[config.mk]
export PLATFORM = sky130hd
export DESIGN_NAME = uart_rx_fifo
export DESIGN_NICKNAME = d
export VERILOG_FILES = /design/src/rtl/uart_pkg.sv /design/src/rtl/uart_rx_fifo_sync_fifo.sv /design/src/rtl/uart_rx_fifo.sv
export SDC_FILE = /design/constraint.sdc
export NUM_CORES = 1
export LEC_CHECK = 0
export CORE_UTILIZATION = 50
export CTS_CLUSTER_SIZE = 25
export DETAILED_ROUTE_END_ITERATION = 10
export GPL_TIMING_DRIVEN = 0
export PLACE_DENSITY = 0.7
export REMOVE_ABC_BUFFERS = 1
export SLEW_MARGIN = 20
export SYNTH_ARGS = -nofsm -noshare
export SYNTH_HDL_FRONTEND = slang
export SYNTH_HIERARCHICAL = 1
export SYNTH_SLANG_ARGS = --single-unit
[constraint.sdc]
create_clock -name rxclk -period 3.3 [get_ports rxclk]
set_input_delay 0.66 -clock rxclk [delete_from_list [all_inputs] [get_ports rxclk]]
set_output_delay 0.66 -clock rxclk [all_outputs]
set_load 0.1 [all_outputs]
[src/rtl/uart_pkg.sv]
// Shared types for the UART receive path: rx FSM state encoding and parity-sense constants.
package uart_pkg;

    typedef enum logic [2:0] {
        IDLE,
        START,
        DATA,
        PARITY,
        STOP
    } rx_state_e;

    localparam logic PAR_EVEN = 1'b0;
    localparam logic PAR_ODD  = 1'b1;

endpackage

[src/rtl/uart_rx_fifo_sync_fifo.sv]
// Single-clock show-ahead FIFO with occupancy count; a push and a pop on the same edge
// both take effect, even when full. rdata reads 0 while empty.
module sync_fifo #(
    parameter int WIDTH = 8,
    parameter int DEPTH = 4
) (
    input  logic                       rxclk,
    input  logic                       reset,
    input  logic                       push,
    input  logic [WIDTH-1:0]           wdata,
    input  logic                       pop,
    output logic [WIDTH-1:0]           rdata,
    output logic                       empty,
    output logic                       full,
    output logic [$clog2(DEPTH+1)-1:0] count
);

    localparam int AW = $clog2(DEPTH);
    localparam int CW = $clog2(DEPTH + 1);

    logic [WIDTH-1:0] mem [DEPTH];
    logic [AW-1:0]    wr_ptr;
    logic [AW-1:0]    rd_ptr;
    logic             wr;
    logic             rd;

    // A pop frees the head slot on the same edge, so a full FIFO may still accept a push.
    assign rd    = pop && !empty;
    assign wr    = push && (!full || rd);
    assign empty = (count == '0);
    assign full  = (count == CW'(DEPTH));
    assign rdata = empty ? '0 : mem[rd_ptr];

    always_ff @(posedge rxclk or posedge reset) begin
        if (reset) begin
            wr_ptr <= '0;
            rd_ptr <= '0;
            count  <= '0;
        end else begin
            if (wr) wr_ptr <= wr_ptr + 1'b1;
            if (rd) rd_ptr <= rd_ptr + 1'b1;
            case ({wr, rd})
                2'b10:   count <= count + CW'(1);
                2'b01:   count <= count - CW'(1);
                default: count <= count;
            endcase
        end
    end

    always_ff @(posedge rxclk) begin
        if (wr) mem[wr_ptr] <= wdata;
    end

endmodule

[src/rtl/uart_rx_fifo.sv]
// Parametrised UART receiver with receive FIFO and sticky error flags.
// Optional parity bit is compiled in with UART_RX_PARITY_EN.
module uart_rx_fifo
    import uart_pkg::*;
#(
    parameter int DATA_BITS  = 8,
    parameter int OVERSAMPLE = 16,
    parameter int FIFO_DEPTH = 4
) (
    input  logic                            rxclk,
    input  logic                            reset,
    input  logic                            rx_enable,
    input  logic                            rx_in,
    input  logic                            parity_odd,
    input  logic                            uld_rx_data,
    input  logic                            clr_err,
    output logic [DATA_BITS-1:0]            rx_data,
    output logic                            rx_empty,
    output logic                            rx_full,
    output logic [$clog2(FIFO_DEPTH+1)-1:0] rx_count,
    output logic                            rx_frame_err,
    output logic                            rx_parity_err,
    output logic                            rx_over_run
);

    localparam int CW = $clog2(OVERSAMPLE + 1);
    localparam int BW = $clog2(DATA_BITS);
    localparam logic [CW-1:0] TICK_HALF = CW'(OVERSAMPLE / 2);
    localparam logic [CW-1:0] TICK_FULL = CW'(OVERSAMPLE);
    localparam logic [BW-1:0] LAST_BIT  = BW'(DATA_BITS - 1);

    rx_state_e            state, state_n;
    logic [CW-1:0]        cnt, cnt_n;
    logic [BW-1:0]        bit_idx, bit_n;
    logic [DATA_BITS-1:0] shreg, sh_n;
    logic                 sync1, s;
    logic                 stop_hit;
    logic                 good, push, frame_set, over_set;

    always_ff @(posedge rxclk or posedge reset) begin
        if (reset) begin
            sync1 <= 1'b1;
            s     <= 1'b1;
        end else begin
            sync1 <= rx_in;
            s     <= sync1;
        end
    end

`ifdef UART_RX_PARITY_EN
    logic par_bad, par_bad_n;
`else
    logic unused_parity_odd;
    assign unused_parity_odd = parity_odd;
`endif

    always_ff @(posedge rxclk or posedge reset) begin
        if (reset) begin
            state   <= IDLE;
            cnt     <= '0;
            bit_idx <= '0;
            shreg   <= '0;
        end else begin
            state   <= state_n;
            cnt     <= cnt_n;
            bit_idx <= bit_n;
            shreg   <= sh_n;
        end
    end

    // Every sample edge reloads the tick counter with 1, so the next sample lands
    // exactly OVERSAMPLE edges later.
    always_comb begin
        state_n  = state;
        cnt_n    = cnt + CW'(1);
        bit_n    = bit_idx;
        sh_n     = shreg;
        stop_hit = 1'b0;
`ifdef UART_RX_PARITY_EN
        par_bad_n = par_bad;
`endif
        case (state)
            IDLE: begin
                cnt_n = CW'(1);
                if (!s) state_n = START;
            end
            START: begin
                if (cnt == TICK_HALF) begin
                    cnt_n   = CW'(1);
                    bit_n   = '0;
                    state_n = s ? IDLE : DATA;
                end
            end
            DATA: begin
                if (cnt == TICK_FULL) begin
                    cnt_n = CW'(1);
                    sh_n  = {s, shreg[DATA_BITS-1:1]};
                    if (bit_idx == LAST_BIT) begin
`ifdef UART_RX_PARITY_EN
                        state_n = PARITY;
`else
                        state_n = STOP;
`endif
                    end else begin
                        bit_n = bit_idx + BW'(1);
                    end
                end
            end
`ifdef UART_RX_PARITY_EN
            PARITY: begin
                if (cnt == TICK_FULL) begin
                    cnt_n     = CW'(1);
                    par_bad_n = (s != ((^shreg) ^ (parity_odd == PAR_ODD)));
                    state_n   = STOP;
                end
            end
`endif
            STOP: begin
                if (cnt == TICK_FULL) begin
                    stop_hit = 1'b1;
                    state_n  = IDLE;
                end
            end
            default: state_n = IDLE;
        endcase
        if (!rx_enable) begin
            state_n  = IDLE;
            stop_hit = 1'b0;
        end
    end

`ifdef UART_RX_PARITY_EN
    logic par_set;
    assign good    = stop_hit && s && !par_bad;
    assign par_set = stop_hit && s && par_bad;

    always_ff @(posedge rxclk or posedge reset) begin
        if (reset) begin
            par_bad       <= 1'b0;
            rx_parity_err <= 1'b0;
        end else begin
            par_bad       <= par_bad_n;
            rx_parity_err <= par_set | (rx_parity_err & ~clr_err);
        end
    end
`else
    assign good          = stop_hit && s;
    assign rx_parity_err = 1'b0;
`endif

    // uld_rx_data pops the head on the edge it is sampled high; ignored while empty.
    assign frame_set = stop_hit && !s;
    assign over_set  = good && rx_full && !uld_rx_data;
    assign push      = good && !over_set;

    always_ff @(posedge rxclk or posedge reset) begin
        if (reset) begin
            rx_frame_err <= 1'b0;
            rx_over_run  <= 1'b0;
        end else begin
            rx_frame_err <= frame_set | (rx_frame_err & ~clr_err);
            rx_over_run  <= over_set | (rx_over_run & ~clr_err);
        end
    end

    sync_fifo #(
        .WIDTH(DATA_BITS),
        .DEPTH(FIFO_DEPTH)
    ) u_fifo (
        .rxclk(rxclk),
        .reset(reset),
        .push (push),
        .wdata(shreg),
        .pop  (uld_rx_data),
        .rdata(rx_data),
        .empty(rx_empty),
        .full (rx_full),
        .count(rx_count)
    );

endmodule

After elaboration in Yosys (flattened, before gate mapping)
Memory sizes are Yosys's and may differ from the RTL's.
Index checks and enable logic that the tools add are counted.
{ "totals": {"reg_bits": 30, "mem_bits_rw": 32, "input_bits": 7, "output_inout_bits": 16, "wordCells": 82, "mem_count": 1} }
{ "classes": {"add_sub_neg": 6, "n_eq_ne": 17, "muxes": 22, "bitwise_logic": 5, "n_reduce_logical": 20} }
{ "mem_list": {"columns": ["name", "words", "width", "read_ports", "rd_clocked_by_memory_dff", "wr", "line_no", "rtl"], "rows": [
  ["u_fifo.mem", 4, 8, 1, 0, 1, "uart_rx_fifo_sync_fifo.sv:21", "logic [WIDTH-1:0] mem [DEPTH];"]
]} }
{ "op_table": {"columns": ["cell", "n"], "rows": [
  ["$mux 3", 9],
  ["$ne 3x3->1 const B", 5],
  ["$pmux 5 s3", 1],
  ["$pmux 3 s2", 2],
  ["$pmux 3 s4", 1],
  ["$mux 5", 2],
  ["$eq 3x3->1 const B", 3],
  ["$mux 8", 1],
  ["$logic_and 1x1->1", 7],
  ["$add 3x1->3 const B", 2],
  ["$logic_not 3->1", 2],
  ["$ne 2x2->1 const B", 3],
  ["$add 5x1->5 const B", 1],
  ["$eq 5x4->1 const B", 1],
  ["$eq 5x5->1 const B", 1],
  ["$logic_not 1->1", 5],
  ["$mux 1", 5],
  ["$reduce_and 5->1", 1],
  ["$add 2x1->2 const B", 2],
  ["$reduce_and 4->1", 1],
  ["$reduce_bool 2->1", 2],
  ["$eq 3x1->1 const B", 1],
  ["$eq 3x2->1 const B", 1],
  ["$sub 3x1->3 const B", 1],
  ["other kinds (8)", 10]
]} }

Longest topological paths before layout
{ "depth": {"word_depth": 12, "mapped_depth": 14, "ltp_nobuf": 13} }

Hierarchy
The synthesis kept the hierarchy.
{ "by_module_without_submodules": {"columns": ["module", "n_inst", "cells_each", "area_each_um2", "seq_area_each_um2"], "rows": [
  ["sync_fifo", 1, 91, 1649.1, 1136.1],
  ["uart_rx_fifo", 1, 91, 1069.8, 578.1]
]} }

Worst setup path before layout
Ideal clock, no wire load.
{ "synth_timing": {"kind": "register -> register", "startpoint": "reg u_fifo.count[2]", "endpoint": "reg u_fifo.count[2]", "setup_time_ns": 0.162, "arrival_ns": 3.423, "required_time_ns": 3.138, "path_slack_ns": -0.285, "path_stages_with_launch": 13, "n_path_buf": 0, "period_less_slack_ns": 3.585, "path_cell_list": "dfrtp_1 -> or3b_1 -> inv_1 -> nand2b_1 -> nor3b_1 -> o21a_4 -> inv_1 -> ha_1 -> inv_1 -> fa_1 -> xor2_1 -> nor2_1 -> xor2_1"} }
{ "synth_via": {"elab_chain_cells": 8, "elab_cells_between_ends": 17, "classes_between": "add/sub (2); eq/ne (3); mux (1); reduce/logical (11)"} }
{ "synth_lines": {"columns": ["item", "line_no", "rtl"], "rows": [
  ["from (decl)", "uart_rx_fifo_sync_fifo.sv:15", "output logic [$clog2(DEPTH+1)-1:0] count"],
  ["from (signal assigned)", "uart_rx_fifo_sync_fifo.sv:43", "2'b10: count <= count + CW'(1);"],
  ["from (signal assigned)", "uart_rx_fifo_sync_fifo.sv:44", "2'b01: count <= count - CW'(1);"],
  ["from (signal assigned)", "uart_rx_fifo_sync_fifo.sv:45", "default: count <= count;"],
  ["$eq 3x3->1 (*)", "uart_rx_fifo_sync_fifo.sv:31", "assign full = (count == CW'(DEPTH));"],
  ["net rx_full", "uart_rx_fifo.sv:19", "output logic rx_full,"],
  ["$logic_and 1x1->1 (*) (2 in series)", "uart_rx_fifo.sv:153", "assign over_set = good && rx_full && !uld_rx_data;"],
  ["$logic_not 1->1 (*)", "uart_rx_fifo.sv:154", "assign push = good && !over_set;"],
  ["$logic_and 1x1->1 (*)", "uart_rx_fifo.sv:154", null],
  ["net push", "uart_rx_fifo.sv:38", "logic good, push, frame_set, over_set;"],
  ["$logic_and 1x1->1 (*)", "uart_rx_fifo_sync_fifo.sv:29", "assign wr = push && (!full || rd);"],
  ["$eq 2x1->1 or $eq 2x2->1 (tied branches)", "uart_rx_fifo_sync_fifo.sv:42", "case ({wr, rd})"],
  ["$pmux 3 s2 or $reduce_bool 2->1 (tied branches)", null, null]
]} }
The timed path passes the listed nets; every way through them passes the cells marked *.
A chain may end at the register's enable or synchronous reset.

Final worst setup path
{ "layout_timing": {"startpoint": "reg u_fifo.rd_ptr[0]", "endpoint": "out rx_data[7]"} }
{ "layout_via": {"elab_chain_cells": 2} }
{ "layout_lines": {"columns": ["item", "line_no", "rtl"], "rows": [
  ["from (decl)", "uart_rx_fifo_sync_fifo.sv:23", "logic [AW-1:0] rd_ptr;"],
  ["from (signal assigned)", "uart_rx_fifo_sync_fifo.sv:41", "if (rd) rd_ptr <= rd_ptr + 1'b1;"],
  ["$mem_v2 4x8", null, null],
  ["$mux 8", "uart_rx_fifo_sync_fifo.sv:32", "assign rdata = empty ? '0 : mem[rd_ptr];"],
  ["to (decl)", "uart_rx_fifo.sv:17", "output logic [DATA_BITS-1:0] rx_data,"]
]} }
Every way passes these cells.

==> reports/metrics.cfg <==
[status]
status = finished, final reports clean

[clock_tree]
cts_hold_buf = 0
clock-root-buffer = clkbuf_8
cts_max_path_buffers = 2
cts_tree = yes
numCtsBuffers = 9
clock_latency_ns = 0.34
cts.clk_slew.worst_paths_ns = 0.06
cts_max_level = 3
cts_setup_buffers = 0
cts_sinks = 62

[synthesis]
yosys.area.top_type = edfxtp_1
netlist.area_leader.share = 0.353
synth.most_common_cell = edfxtp_1
yosysWarnings = 6
synth_commonest_cells = edfxtp_1 (32), dfrtp_1 (28), inv_1 (18)
synthFlopType = edfxtp_1
seq_area_frac_synth = 0.630
synth_edf_count = 32
syn-instance-count = 182
synth-seq-cells = 62
ys_types = 40
synthArstFlopShare = 0.484
synth_area_leaders = edfxtp_1 (35%), dfrtp_1 (26%), mux4_2 (6.6%), ha_1 (4.1%), mux2_2 (3.3%)
syn_area_per_cell_um2 = 14.9
synth_area_mm2 = 0.00272

[power_and_ir_drop]
power_frac_clock = 0.263
p_int_w = 0.00128
p_sw_w = 0.000740
p_seq_frac = 0.461
powerDensity_mw_per_mm2 = 649
peakVddDrop_mv = 0.442
p_leak_nw = 1.39
power_w = 0.00202
p_comb_frac = 0.276
swShare = 0.366

[timing]
max_clock_freq_mhz = 325
hold_viol = 0
setup_viol = 0
timing.hold.ws_ns = 0.360
rsz0062_at_grt = false
timing.slew.headroom = 0.347
fin_crit_sh = 0.932
period_needed_ns = 3.07
clock_skew_ns = 0.00653
max_slew.worst_pin.slew_ns = 0.977
slew_viol_final = 0

[layout]
drive_gt1_frac = 0.197
multi_input_area_um2 = 906
final_util = 0.603
regArea_mm2 = 0.00171
stdcell_count = 283
fillerInstances = 388
diodes = 0
fin_nets = 225
syn_to_final_growth_pct = 14.7

[die]
fp.dieW_um = 75.7
rows = 26
initial_utilization = 0.526
core_mm2 = 0.00517
fp.dieArea_mm2 = 0.00574
ioPinCount = 23
die_h_um = 75.7

[global_routing]
track_usage = 0.186
antenna_found_initial = 0
gr-total-overflow = 0
grt_pass1_vias = 1488
grt_max_degree = 24
grt_pass1_wl_um = 7180

[setup_path]
critPathCaptureType = primary output
critPathSlowestCell = dfrtp_1
max_stage_delay_ns = 0.74
path_cells = mux4_2 -> and2_1 -> dlygate4sd2_1
cp.arrival_ns = 2.41
crit_path_max_fanout = 10
critPathTopFamily = flip-flops
worstSetupStartpointType = flip-flop
crit_type = flip-flop to primary output
critPathBufInv = 1
critPathRequiredTime_ns = 2.64

[place]
dp_cells = 267
portBuffers = 20
routabilityCongestion = 0.728
post-dp-hpwl_um = 3060

[drt]
vias = 1491
drt_first_iter_violations = 76
routed_wl_um = 4480
drtPass1Iterations = 4
via_per_inst = 5.27
drc = 0
wl_per_cell_um = 15.8
antenna_left = 0

[worst_hold_path]
hold_path.class = flip-flop to flip-flop

[job]
maxCapViolations = 0

-- cell usage in the layout, fill, tap and decap left out, types with 3 or more instances in the layout --
cell and instances:
mux4_2 8, and2_2 5, dfrtp_1 28, mux2_2 8, edfxtp_1 32, mux2i_1 3
clkdlybuf4s50_1 11, dlygate4sd2_1 8, ha_1 9, nand3_1 8, and2_1 10, clkbuf_1 4
nor2_1 6, xnor2_1 4, clkbuf_8 9, nand2_1 5, inv_1 18, xor2_1 5
-- per-layer routing --
metal	global-route usage	routed length, um	up-vias
met5	0	0	-
met4	0.123	114	0
met3	0.0476	134	11
met2	0.308	2390	36
met1	0.213	1840	748
li1	-	-	696
-- power groups by stage --
stage          combinational (W)  clock, W  sequential [W]
2_1_floorplan           0.000313         0         0.00106
3_3_place_gp            0.000553         0        0.000948
3_5_place_dp            0.000570         0        0.000952
4_1_cts                 0.000565  0.000547        0.000937
5_1_grt                 0.000587  0.000575        0.000946
6_report                0.000558  0.000533        0.000933
-- per-stage QoR --
| stage | area, um2 | worst slack, ns | setup TNS [ns] |
|---|---|---|---|
| detailed placement | 2980 | 0.171 | 0 |
| CTS | 3120 | 0.0231 | 0 |
| floorplan | 2690 | -0.285 | -0.376 |
| global placement | 2980 | 0.202 | 0 |
| global route | 3120 | 0.0886 | 0 |
| finish | 3120 | 0.226 | 0 |
-- what timing repair did --
action	CTS	global route
pin swaps	0	0
endpoints found under the setup margin	8	1
resized for setup	8	1
-- sequential cells by signal (all words and copies together) (netlist names), 2 cells and up --
| register | cells |
|---|---|
| u_fifo/mem | 32 |
| shreg | 8 |
| cnt | 5 |
| bit_idx | 3 |
| state | 3 |
| u_fifo/count | 3 |
| u_fifo/rd_ptr | 2 |
| u_fifo/wr_ptr | 2 |
-- kinds of logic (layout without fill, tap and decap cells) --
group / count (synthesis) / count (layout) / synth area share
DFF: 62 / 62 / 0.630
and+or+nand+nor: 48 / 48 / 0.110
buffers and inverters: 23 / 54 / 0.0364
muxes: 20 / 20 / 0.116
adders and majority gates: 10 / 10 / 0.0488
AOI/OAI and AO/OA: 9 / 9 / 0.0285
xor gates and xnor gates: 9 / 9 / 0.0290
other: 1 / 1 / 0.00138
-- path summary, 6_finish.rpt --
kind,from,to,slack [ns],depth (start not counted)
max,u_fifo/rd_ptr[0],rx_data[7],0.23,3
min,sync1,s,0.36,0
max reg2reg,cnt[0],u_fifo/count[2],0.53,13
min reg2reg,sync1,s,0.36,0
max in group asynchronous,reset,rx_frame_err,1.88,2
min in group asynchronous,reset,u_fifo/rd_ptr[0],0.58,2
-- area by class of cell --
cell class,instances,area share
Timing Repair Buffer,20,0.0618
Multi-Input combinational cell,97,0.290
Clock inverter,3,0.00401
Inverter,18,0.0217
Sequential cell,62,0.550
Clock buffer,13,0.0445
Tap cell,70,0.0281
(Power assumes the default switching activity.)
